==> src/rtl/rggen_rtl_pkg.sv <==
// Shared types and helpers for the rggen register-block host arbiter.
// Holds the arbiter state enum, response status codes and a one-hot decoder.
package rggen_rtl_pkg;

    typedef enum logic {
        IDLE = 1'b0,
        BUSY = 1'b1
    } rggen_arbiter_state_e;

    localparam logic [1:0] OKAY   = 2'b00;
    localparam logic [1:0] EXOKAY = 2'b01;
    localparam logic [1:0] SLVERR = 2'b10;

    localparam int MAX_HOSTS = 8;

    // OR-reduction form keeps this a flat mux rather than a priority chain.
    function automatic logic [2:0] onehot_to_index(input logic [MAX_HOSTS-1:0] onehot);
        logic [2:0] idx;
        idx = '0;
        for (int i = 0; i < MAX_HOSTS; i++) begin
            if (onehot[i]) idx = idx | 3'(i);
        end
        return idx;
    endfunction

endpackage

==> src/rtl/rggen_round_robin_selector.sv <==
// Combinational round-robin pick: first requester at or after the pointer,
// wrapping modulo N. Output is one-hot, or zero when nothing requests.
module rggen_round_robin_selector
    import rggen_rtl_pkg::*;
#(
    parameter int N  = 2,
    parameter int IW = 1
) (
    input  logic [N-1:0]  i_request,
    input  logic [IW-1:0] i_pointer,
    output logic [N-1:0]  o_grant
);

    int w_best;

    // Distance from the pointer decides priority; the closest requester wins.
    always_comb begin
        w_best  = N;
        o_grant = '0;
        for (int i = 0; i < N; i++) begin
            if (i_request[i] && (((i + N - int'(i_pointer)) % N) < w_best)) begin
                w_best = (i + N - int'(i_pointer)) % N;
            end
        end
        for (int i = 0; i < N; i++) begin
            if (i_request[i] && (((i + N - int'(i_pointer)) % N) == w_best)) begin
                o_grant[i] = 1'b1;
            end
        end
    end

endmodule

==> src/rtl/rggen_host_arbiter.sv <==
// Shares one register block's command bus between several host interfaces.
// Registered round-robin grant, held until the fabric returns response_ready.
module rggen_host_arbiter
    import rggen_rtl_pkg::*;
#(
    parameter int HOSTS               = 2,
    parameter int DATA_WIDTH          = 32,
    parameter int LOCAL_ADDRESS_WIDTH = 8
) (
    input  logic                                      clk,
    input  logic                                      rst_n,
    input  logic [HOSTS-1:0]                          i_command_valid,
    input  logic [HOSTS-1:0]                          i_write,
    input  logic [HOSTS-1:0]                          i_read,
    input  logic [HOSTS-1:0][LOCAL_ADDRESS_WIDTH-1:0] i_address,
    input  logic [HOSTS-1:0][DATA_WIDTH/8-1:0]        i_strobe,
    input  logic [HOSTS-1:0][DATA_WIDTH-1:0]          i_write_data,
    input  logic [HOSTS-1:0][DATA_WIDTH-1:0]          i_write_mask,
    output logic [HOSTS-1:0]                          o_response_ready,
    output logic [DATA_WIDTH-1:0]                     o_read_data,
    output logic [1:0]                                o_status,
    output logic                                      o_command_valid,
    output logic                                      o_write,
    output logic                                      o_read,
    output logic [LOCAL_ADDRESS_WIDTH-1:0]            o_address,
    output logic [DATA_WIDTH/8-1:0]                   o_strobe,
    output logic [DATA_WIDTH-1:0]                     o_write_data,
    output logic [DATA_WIDTH-1:0]                     o_write_mask,
    input  logic                                      i_response_ready,
    input  logic [DATA_WIDTH-1:0]                     i_read_data,
    input  logic [1:0]                                i_status,
    output logic [HOSTS-1:0]                          o_grant
);

    localparam int IW = (HOSTS > 1) ? $clog2(HOSTS) : 1;

    rggen_arbiter_state_e r_state, w_state_next;
    logic [HOSTS-1:0]     r_grant, w_grant_next, w_pick;
    logic [IW-1:0]        r_pointer, w_pointer_next, w_grant_index;
    logic                 w_complete;

    rggen_round_robin_selector #(.N(HOSTS), .IW(IW)) u_selector (
        .i_request (i_command_valid),
        .i_pointer (r_pointer),
        .o_grant   (w_pick)
    );

    assign w_grant_index = IW'(onehot_to_index(MAX_HOSTS'(r_grant)));
    assign w_complete    = (r_state == BUSY) && i_response_ready;

    always_ff @(posedge clk or negedge rst_n) begin
        if (!rst_n) begin
            r_state   <= IDLE;
            r_grant   <= '0;
            r_pointer <= '0;
        end else begin
            r_state   <= w_state_next;
            r_grant   <= w_grant_next;
            r_pointer <= w_pointer_next;
        end
    end

    always_comb begin
        w_state_next   = r_state;
        w_grant_next   = r_grant;
        w_pointer_next = r_pointer;
        case (r_state)
            IDLE: begin
                if (|i_command_valid) begin
                    w_state_next = BUSY;
                    w_grant_next = w_pick;
                end
            end
            BUSY: begin
                // Completion forces one IDLE cycle so the fabric sees distinct commands.
                if (i_response_ready) begin
                    w_state_next   = IDLE;
                    w_grant_next   = '0;
                    w_pointer_next = (w_grant_index == IW'(HOSTS - 1)) ? '0
                                                                        : w_grant_index + IW'(1);
                end
            end
            default: w_state_next = IDLE;
        endcase
    end

    // Grant is zero outside BUSY, so the AND-OR mux drives the fabric to 0 in IDLE.
    always_comb begin
        o_address    = '0;
        o_strobe     = '0;
        o_write_data = '0;
        o_write_mask = '0;
        for (int h = 0; h < HOSTS; h++) begin
            if (r_grant[h]) begin
                o_address    = o_address    | i_address[h];
                o_strobe     = o_strobe     | i_strobe[h];
                o_write_data = o_write_data | i_write_data[h];
                o_write_mask = o_write_mask | i_write_mask[h];
            end
        end
    end

    assign o_write          = |(i_write & r_grant);
    assign o_read           = |(i_read & r_grant);
    assign o_command_valid  = (r_state == BUSY);
    assign o_grant          = r_grant;
    assign o_response_ready = w_complete ? r_grant : '0;
    assign o_read_data      = w_complete ? i_read_data : '0;
    assign o_status         = w_complete ? i_status : 2'b00;

endmodule

==> config.mk <==
export PLATFORM = sky130hd
export DESIGN_NAME = rggen_host_arbiter
export DESIGN_NICKNAME = d
export VERILOG_FILES = /design/src/rtl/rggen_rtl_pkg.sv /design/src/rtl/rggen_round_robin_selector.sv /design/src/rtl/rggen_host_arbiter.sv
export SDC_FILE = /design/constraint.sdc
export NUM_CORES = 1
export LEC_CHECK = 0
export ABC_CLOCK_PERIOD_IN_PS = 1500
export BUFFER_PORTS_ARGS = -buffer_cell sky130_fd_sc_hd__buf_2
export CAP_MARGIN = 20
export CORE_AREA = 3 3 118 120
export CTS_BUF_LIST = sky130_fd_sc_hd__clkbuf_8
export DETAILED_ROUTE_END_ITERATION = 12
export DIE_AREA = 0 0 121 123
export RECOVER_POWER = 25
export SLEW_MARGIN = 20
export SYNTH_ARGS = -nofsm -noshare
export SYNTH_HDL_FRONTEND = slang
export SYNTH_HIERARCHICAL = 1
export SYNTH_SLANG_ARGS = --single-unit
export TNS_END_PERCENT = 20
==> constraint.sdc <==
create_clock -name clk -period 1.5 [get_ports clk]
set_input_delay 0.225 -clock clk [delete_from_list [all_inputs] [get_ports clk]]
set_output_delay 0.225 -clock clk [all_outputs]
set_load 0.1 [all_outputs]
==> impl_metrics.env, run 1 <==
export IMPL_status="complete, but fails checks"
export IMPL_violations="setup timing"
export IMPL_worstMarginPinSlew_ns=0.279
export IMPL_syn_num_nets=356
export IMPL_drc=0
export IMPL_drt_iter0_markers=54
export IMPL_setup_viol=92
export IMPL_grt_pass1_vias=2794
export IMPL_critPathArrivalTime_ns=1.43
export IMPL_fin_cells=635
export IMPL_nFillCells=1231
export IMPL_multi_input_area_mm2=0.00146
export IMPL_avgViaCountPerCell=4.23
export IMPL_final_seq_area_um2=111
export IMPL_startpoint_type="flop"
export IMPL_ys_ff_latch=4
export IMPL_critical_path_class="flop to primary output"
export IMPL_synth_cell_types=16
export IMPL_skew_ns=0.00709
export IMPL_synth_cell_area_mm2=0.00125
export IMPL_power_density_mw_per_mm2=1090
export IMPL_nets=654
export IMPL_rrSetupSlack_ns=0.08
export IMPL_clkSinkCount=4
export IMPL_crit_path_frequent_cell="buf_12"
export IMPL_hold_violations=0
export IMPL_wl_mm=10.9
export IMPL_antenna_found_initial=1
export IMPL_grt_start_max_net_pins=51
export IMPL_max_stage_delay_ns=0.53
export IMPL_clk_pin_slew_ns=0.04
export IMPL_syn_inst=161
export IMPL_num_rows=42
export IMPL_synthToLayoutAreaGrowth_pct=329
export IMPL_max_freq_ghz=0.606
export IMPL_cp_top_family="flip-flops"
export IMPL_synth_seq_area_share=0.0802
export IMPL_cp_num_buf_inv=2
export IMPL_via_count=2683
export IMPL_core_area_mm2=0.0131
export IMPL_initial_core_util=0.0954
export IMPL_die_y_um=123
export IMPL_synth_avg_cell_area_um2=7.76
export IMPL_rsz0062_at_grt="true"
export IMPL_hold_path_class="input pin to flop"
export IMPL_crit_path_end_kind="primary output"
export IMPL_layout_common_cells="buf_2, buf_12, a22o_2"
export IMPL_port_buffer_count=311
export IMPL_dp_cells=626
export IMPL_ant_nets=0
export IMPL_cts_tree="done"
export IMPL_cts_root_buf="clkbuf_8"
export IMPL_dp_hpwl_mm=9.09
export IMPL_routedWlPerCell_um=17.2
export IMPL_p_leak_nw=2.63
export IMPL_numCtsBuffers=3
export IMPL_grt_ovfl_total=0
export IMPL_num_io_pins=312
export IMPL_crit_path_max_fanout=31
export IMPL_insertion_delay_ns=0.22
export IMPL_grt_pass1_wl_mm=14.7
export IMPL_cap_violations=0
export IMPL_relSlewSlack=0.814
export IMPL_post_route_period_util=1.10
export IMPL_gp_congestion=0.797
export IMPL_ys_warn_count=6
export IMPL_setup_slack_ns=-0.150
export IMPL_irDropWorstVdd_mv=0.537
export IMPL_critPathSlowestCell="dfrtp_4"
export IMPL_cts_max_path_buffers=2
export IMPL_cts_htree_levels=1
export IMPL_tns_ns=-10.18
export IMPL_grtUsageTotal=0.127
export IMPL_layout_commonest_cell="buf_2"
export IMPL_power_mw=5.86
export IMPL_dieArea_mm2=0.0149
export IMPL_drt_pass1_iterations=4
export IMPL_slew_viol_final=0
export IMPL_path_cells="buf_12, a22o_4, buf_12"
export IMPL_worstPathRequired_ns=1.27
export IMPL_fin_crit_ns=1.65
export IMPL_die_w_um=121
export IMPL_drive_gt1_frac=0.956
-- metal layers --
metal  vias to the layer above  wire length (um)  global-route usage  part of all wire
met2                       176              5890               0.249              0.54
met4                         0               102              0.0234            0.0093
li1                       1260                 -                   -                 -
met1                      1241              3720               0.132              0.34
met5                         -                 0                   0                 0
met3                         6              1220              0.0393              0.11
-- where the power goes --
group / leakage, nW / switching (mW) / internal [mW]
clock: 0.0269 / 0.0667 / 0.175
combinational: 2.56 / 3.41 / 2.03
sequential: 0.0436 / 0.0438 / 0.131
total: 2.63 / 3.52 / 2.34
-- registers in the layout (all words and copies together), names as in the netlist --
name and cells:
o_grant 2, o_command_valid 1, r_pointer 1
-- cell usage after synthesis --
library cell   n  area share
a22o_1        78        0.55
and3_1        36        0.18
buf_2         19       0.076
clkbuf_1       7       0.021
dfrtp_1        4       0.080
a21boi_1       2       0.012
inv_1          2      0.0060
nand2b_1       2       0.010
nand3b_1       2       0.012
o211ai_1       2       0.012
or4b_1         2       0.016
buf_4          1      0.0060
mux2i_1        1      0.0080
nand2_1        1      0.0030
nor2_1         1      0.0030
o31a_1         1      0.0070
-- path summary, 6_finish.rpt --
check                                           from                         to  depth (start not counted)
min in group asynchronous                      rst_n     o_grant[1]$_DFFE_PN0P_                          2
setup / recovery              o_grant[0]$_DFFE_PN0P_            o_write_mask[0]                          3
hold / removal                    i_command_valid[0]  o_command_valid$_DFF_PN0_                          2
max in group asynchronous                      rst_n     o_grant[0]$_DFFE_PN0P_                          2
setup reg to reg           o_command_valid$_DFF_PN0_     o_grant[0]$_DFFE_PN0P_                          3
hold reg to reg                r_pointer$_DFFE_PN0N_      r_pointer$_DFFE_PN0N_                          2
-- layout make-up --
class | count | share of cell area
clock inverter | 1 | 0.000700
clock buffer | 3 | 0.00770
multi-input combinational | 128 | 0.273
sequential | 4 | 0.0208
timing repair buffer | 320 | 0.655
tap | 176 | 0.0411
inverter | 2 | 0.00140
antenna | 1 | 0.000467
-- per-stage QoR --
step                      instance area, um^2  hold WS [ns]  utilization  worst slack [ns]
after floorplan                          1670       -0.0706            -            -0.229
after global placement                   5140        0.0449        0.393            0.0209
after detailed placement                 5140        0.0446        0.393            0.0235
after CTS                                5320         0.275        0.406            -0.171
after global routing                     5360         0.298        0.410            -0.187
final                                    5360         0.284        0.410            -0.150
-- cells by family (layout without fill, tap and decap cells) --
logic type             count (synthesis)  after routing  share of synthesized area
buffers and inverters                 29            326                      0.109
flip-flops                             4              4                     0.0802
AO/OA/AOI/OAI                         83             83                      0.578
AND/OR/NAND/NOR                       44             44                      0.224
multiplexers                           1              1                    0.00802
other                                  0              1                          0
-- worst register-to-register path, cell delays in order, from the launching register on --
cell and delay (ns):
dfrtp_4 0.58, buf_12 0.20, or4b_1 0.47, o211ai_1 0.09
-- timing repair --
item | CTS | global route
pin swaps | 2 | 26
hold buffers | 1 | 0
setup endpoints to repair | 114 | 94
cloned | 1 | 1
setup buffers | 1 | 0
gates resized for setup | 20 | 2
hold endpoints to repair | 4 | 0
(Power assumes the default switching activity.)
==> inputs of run 2 (changes only) <==
==> constraint.sdc (replaced) <==
create_clock -name clk -period 1.5 [get_ports clk]
set_input_delay 0.3 -clock clk [delete_from_list [all_inputs] [get_ports clk]]
set_output_delay 0.3 -clock clk [all_outputs]
set_load 0.1 [all_outputs]
==> impl_metrics.env, run 2 (synthesis results as in run 1) <==
export IMPL_p_leak_nw=2.64
export IMPL_dp_cells=631
export IMPL_port_buffer_count=311
export IMPL_hold_slack_ns=0.368
export IMPL_via_count=2664
export IMPL_cts_htree_levels=1
export IMPL_grt_ovfl_total=0
export IMPL_core_area_mm2=0.0131
export IMPL_whs_endpoint="o_command_valid$_DFF_PN0_"
export IMPL_gp_congestion=0.738
export IMPL_cap_violations=0
export IMPL_grt_pass1_vias=2684
export IMPL_ant_nets=0
export IMPL_setup_slack_ns=-0.220
export IMPL_grt_pass1_wl_mm=14.2
export IMPL_min_delay_start="i_command_valid[0]"
export IMPL_nets=657
export IMPL_num_io_pins=312
export IMPL_synthToLayoutAreaGrowth_pct=332
export IMPL_startpoint_type="flop"
export IMPL_hold_path_class="input pin to flop"
export IMPL_numCtsBuffers=3
export IMPL_routedWlPerCell_um=16.3
export IMPL_post_route_period_util=1.15
export IMPL_met1_length_mm=3.67
export IMPL_relSlewSlack=0.819
export IMPL_dieArea_mm2=0.0149
export IMPL_route_met2_wl_mm=5.47
export IMPL_fin_cells=638
export IMPL_tns_ns=-15.40
export IMPL_violations="setup timing"
export IMPL_drc=0
export IMPL_holdPathStages=2
export IMPL_layout_commonest_cell="buf_2"
export IMPL_skew_ns=0.00509
export IMPL_power_density_mw_per_mm2=1080
export IMPL_power_mw=5.84
export IMPL_drive_gt1_frac=0.957
export IMPL_critical_path_class="flop to primary output"
export IMPL_critPathArrivalTime_ns=1.42
export IMPL_slew_viol_final=0
export IMPL_antenna_found_initial=1
export IMPL_hold_violations=0
export IMPL_wl_mm=10.4
export IMPL_cts_max_path_buffers=2
export IMPL_num_rows=42
export IMPL_highest_layer="met4"
export IMPL_dp_hpwl_mm=8.90
export IMPL_die_w_um=121
export IMPL_worstMarginPinSlew_ns=0.272
export IMPL_r2r_cells=3
export IMPL_finalInstanceArea_mm2=0.00540
export IMPL_crit_path_end_kind="primary output"
export IMPL_cts_root_buf="clkbuf_8"
export IMPL_rsz0062_at_grt="true"
export IMPL_die_y_um=123
export IMPL_worstPathRequired_ns=1.20
export IMPL_dr_wl_met3_mm=1.18
export IMPL_cts_tree="done"
export IMPL_rrSetupSlack_ns=0.17
export IMPL_clk_pin_slew_ns=0.03
export IMPL_status="complete, but fails checks"
export IMPL_rr_endpoint="o_grant[0]$_DFFE_PN0P_"
export IMPL_crit_path_max_fanout=49
export IMPL_nFillCells=1236
export IMPL_drt_iter0_markers=73
export IMPL_setup_viol=83
export IMPL_clkSinkCount=4
export IMPL_largest_reg_flops=2
export IMPL_avgViaCountPerCell=4.18
export IMPL_irDropWorstVdd_mv=0.613
export IMPL_insertion_delay_ns=0.22
export IMPL_fin_crit_ns=1.72
export IMPL_reg2reg_from="o_grant[0]$_DFFE_PN0P_"
export IMPL_drt_pass1_iterations=4
export IMPL_grtUsageTotal=0.119
export IMPL_layout_common_cells="buf_2, buf_12, a22o_2"
export IMPL_max_freq_ghz=0.581
export IMPL_grt_start_max_net_pins=50
export IMPL_placed_area_mm2=0.00519
export IMPL_initial_core_util=0.0954
==> run 2: per-layer routing <==
metal / track usage / vias up
li1: - / 1273
met3: 0.0444 / 8
met5: 0 / -
met2: 0.221 / 177
met1: 0.131 / 1206
met4: 0.0205 / 0
==> run 2: power breakdown <==
part / switching, mW / internal, mW / total, mW
Sequential: 0.0247 / 0.130 / 0.154
Clock: 0.0601 / 0.175 / 0.235
Combinational: 3.41 / 2.04 / 5.45
==> run 2: worst max path at each step <==
stage	from	end	slack (ns)	depth (start not counted)
floorplan	o_command_valid$_DFF_PN0_	o_read_data[21]	-0.30	2
global placement	o_grant[0]$_DFFE_PN0P_	o_write_mask[0]	-0.002	3
detailed placement	o_grant[0]$_DFFE_PN0P_	o_write_mask[0]	0.0009	3
CTS	o_grant[0]$_DFFE_PN0P_	o_write_mask[1]	-0.23	3
global route	o_grant[0]$_DFFE_PN0P_	o_write_data[6]	-0.25	3
finish	o_grant[1]$_DFFE_PN0P_	o_write_data[27]	-0.22	3
==> run 2: layout make-up <==
class | count | area [um^2] | area share
multi-input combinational | 128 | 1510 | 0.279
inverter | 2 | 7.51 | 0.00139
antenna | 1 | 2.50 | 0.000464
clock inverter | 1 | 3.75 | 0.000696
clock buffer | 3 | 41.3 | 0.00765
sequential | 4 | 109 | 0.0202
tap | 176 | 220 | 0.0408
timing repair buffer | 323 | 3500 | 0.649
==> run 2: repair_timing <==
action                     CTS  global route
pin swaps                    5            11
buffers inserted             0             0
setup endpoints to repair   91           110
resized for setup            8            19
hold endpoints to repair     4             0
hold buffers                 1             0
cloned                       0             1
==> run 2: metrics by stage <==
| stage | setup slack (ns) | utilization |
|---|---|---|
| after detailed placement | 0.000900 | 0.397 |
| after CTS | -0.231 | 0.404 |
| after global placement | -0.00152 | 0.397 |
| after floorplan | -0.304 | - |
| after global routing | -0.254 | 0.412 |
| final | -0.220 | 0.412 |
==> run 2: critical path, stage by stage (launching register included) <==
cell and delay, ns:
dfrtp_4 0.50, buf_12 0.20, a22o_2 0.30, buf_12 0.17
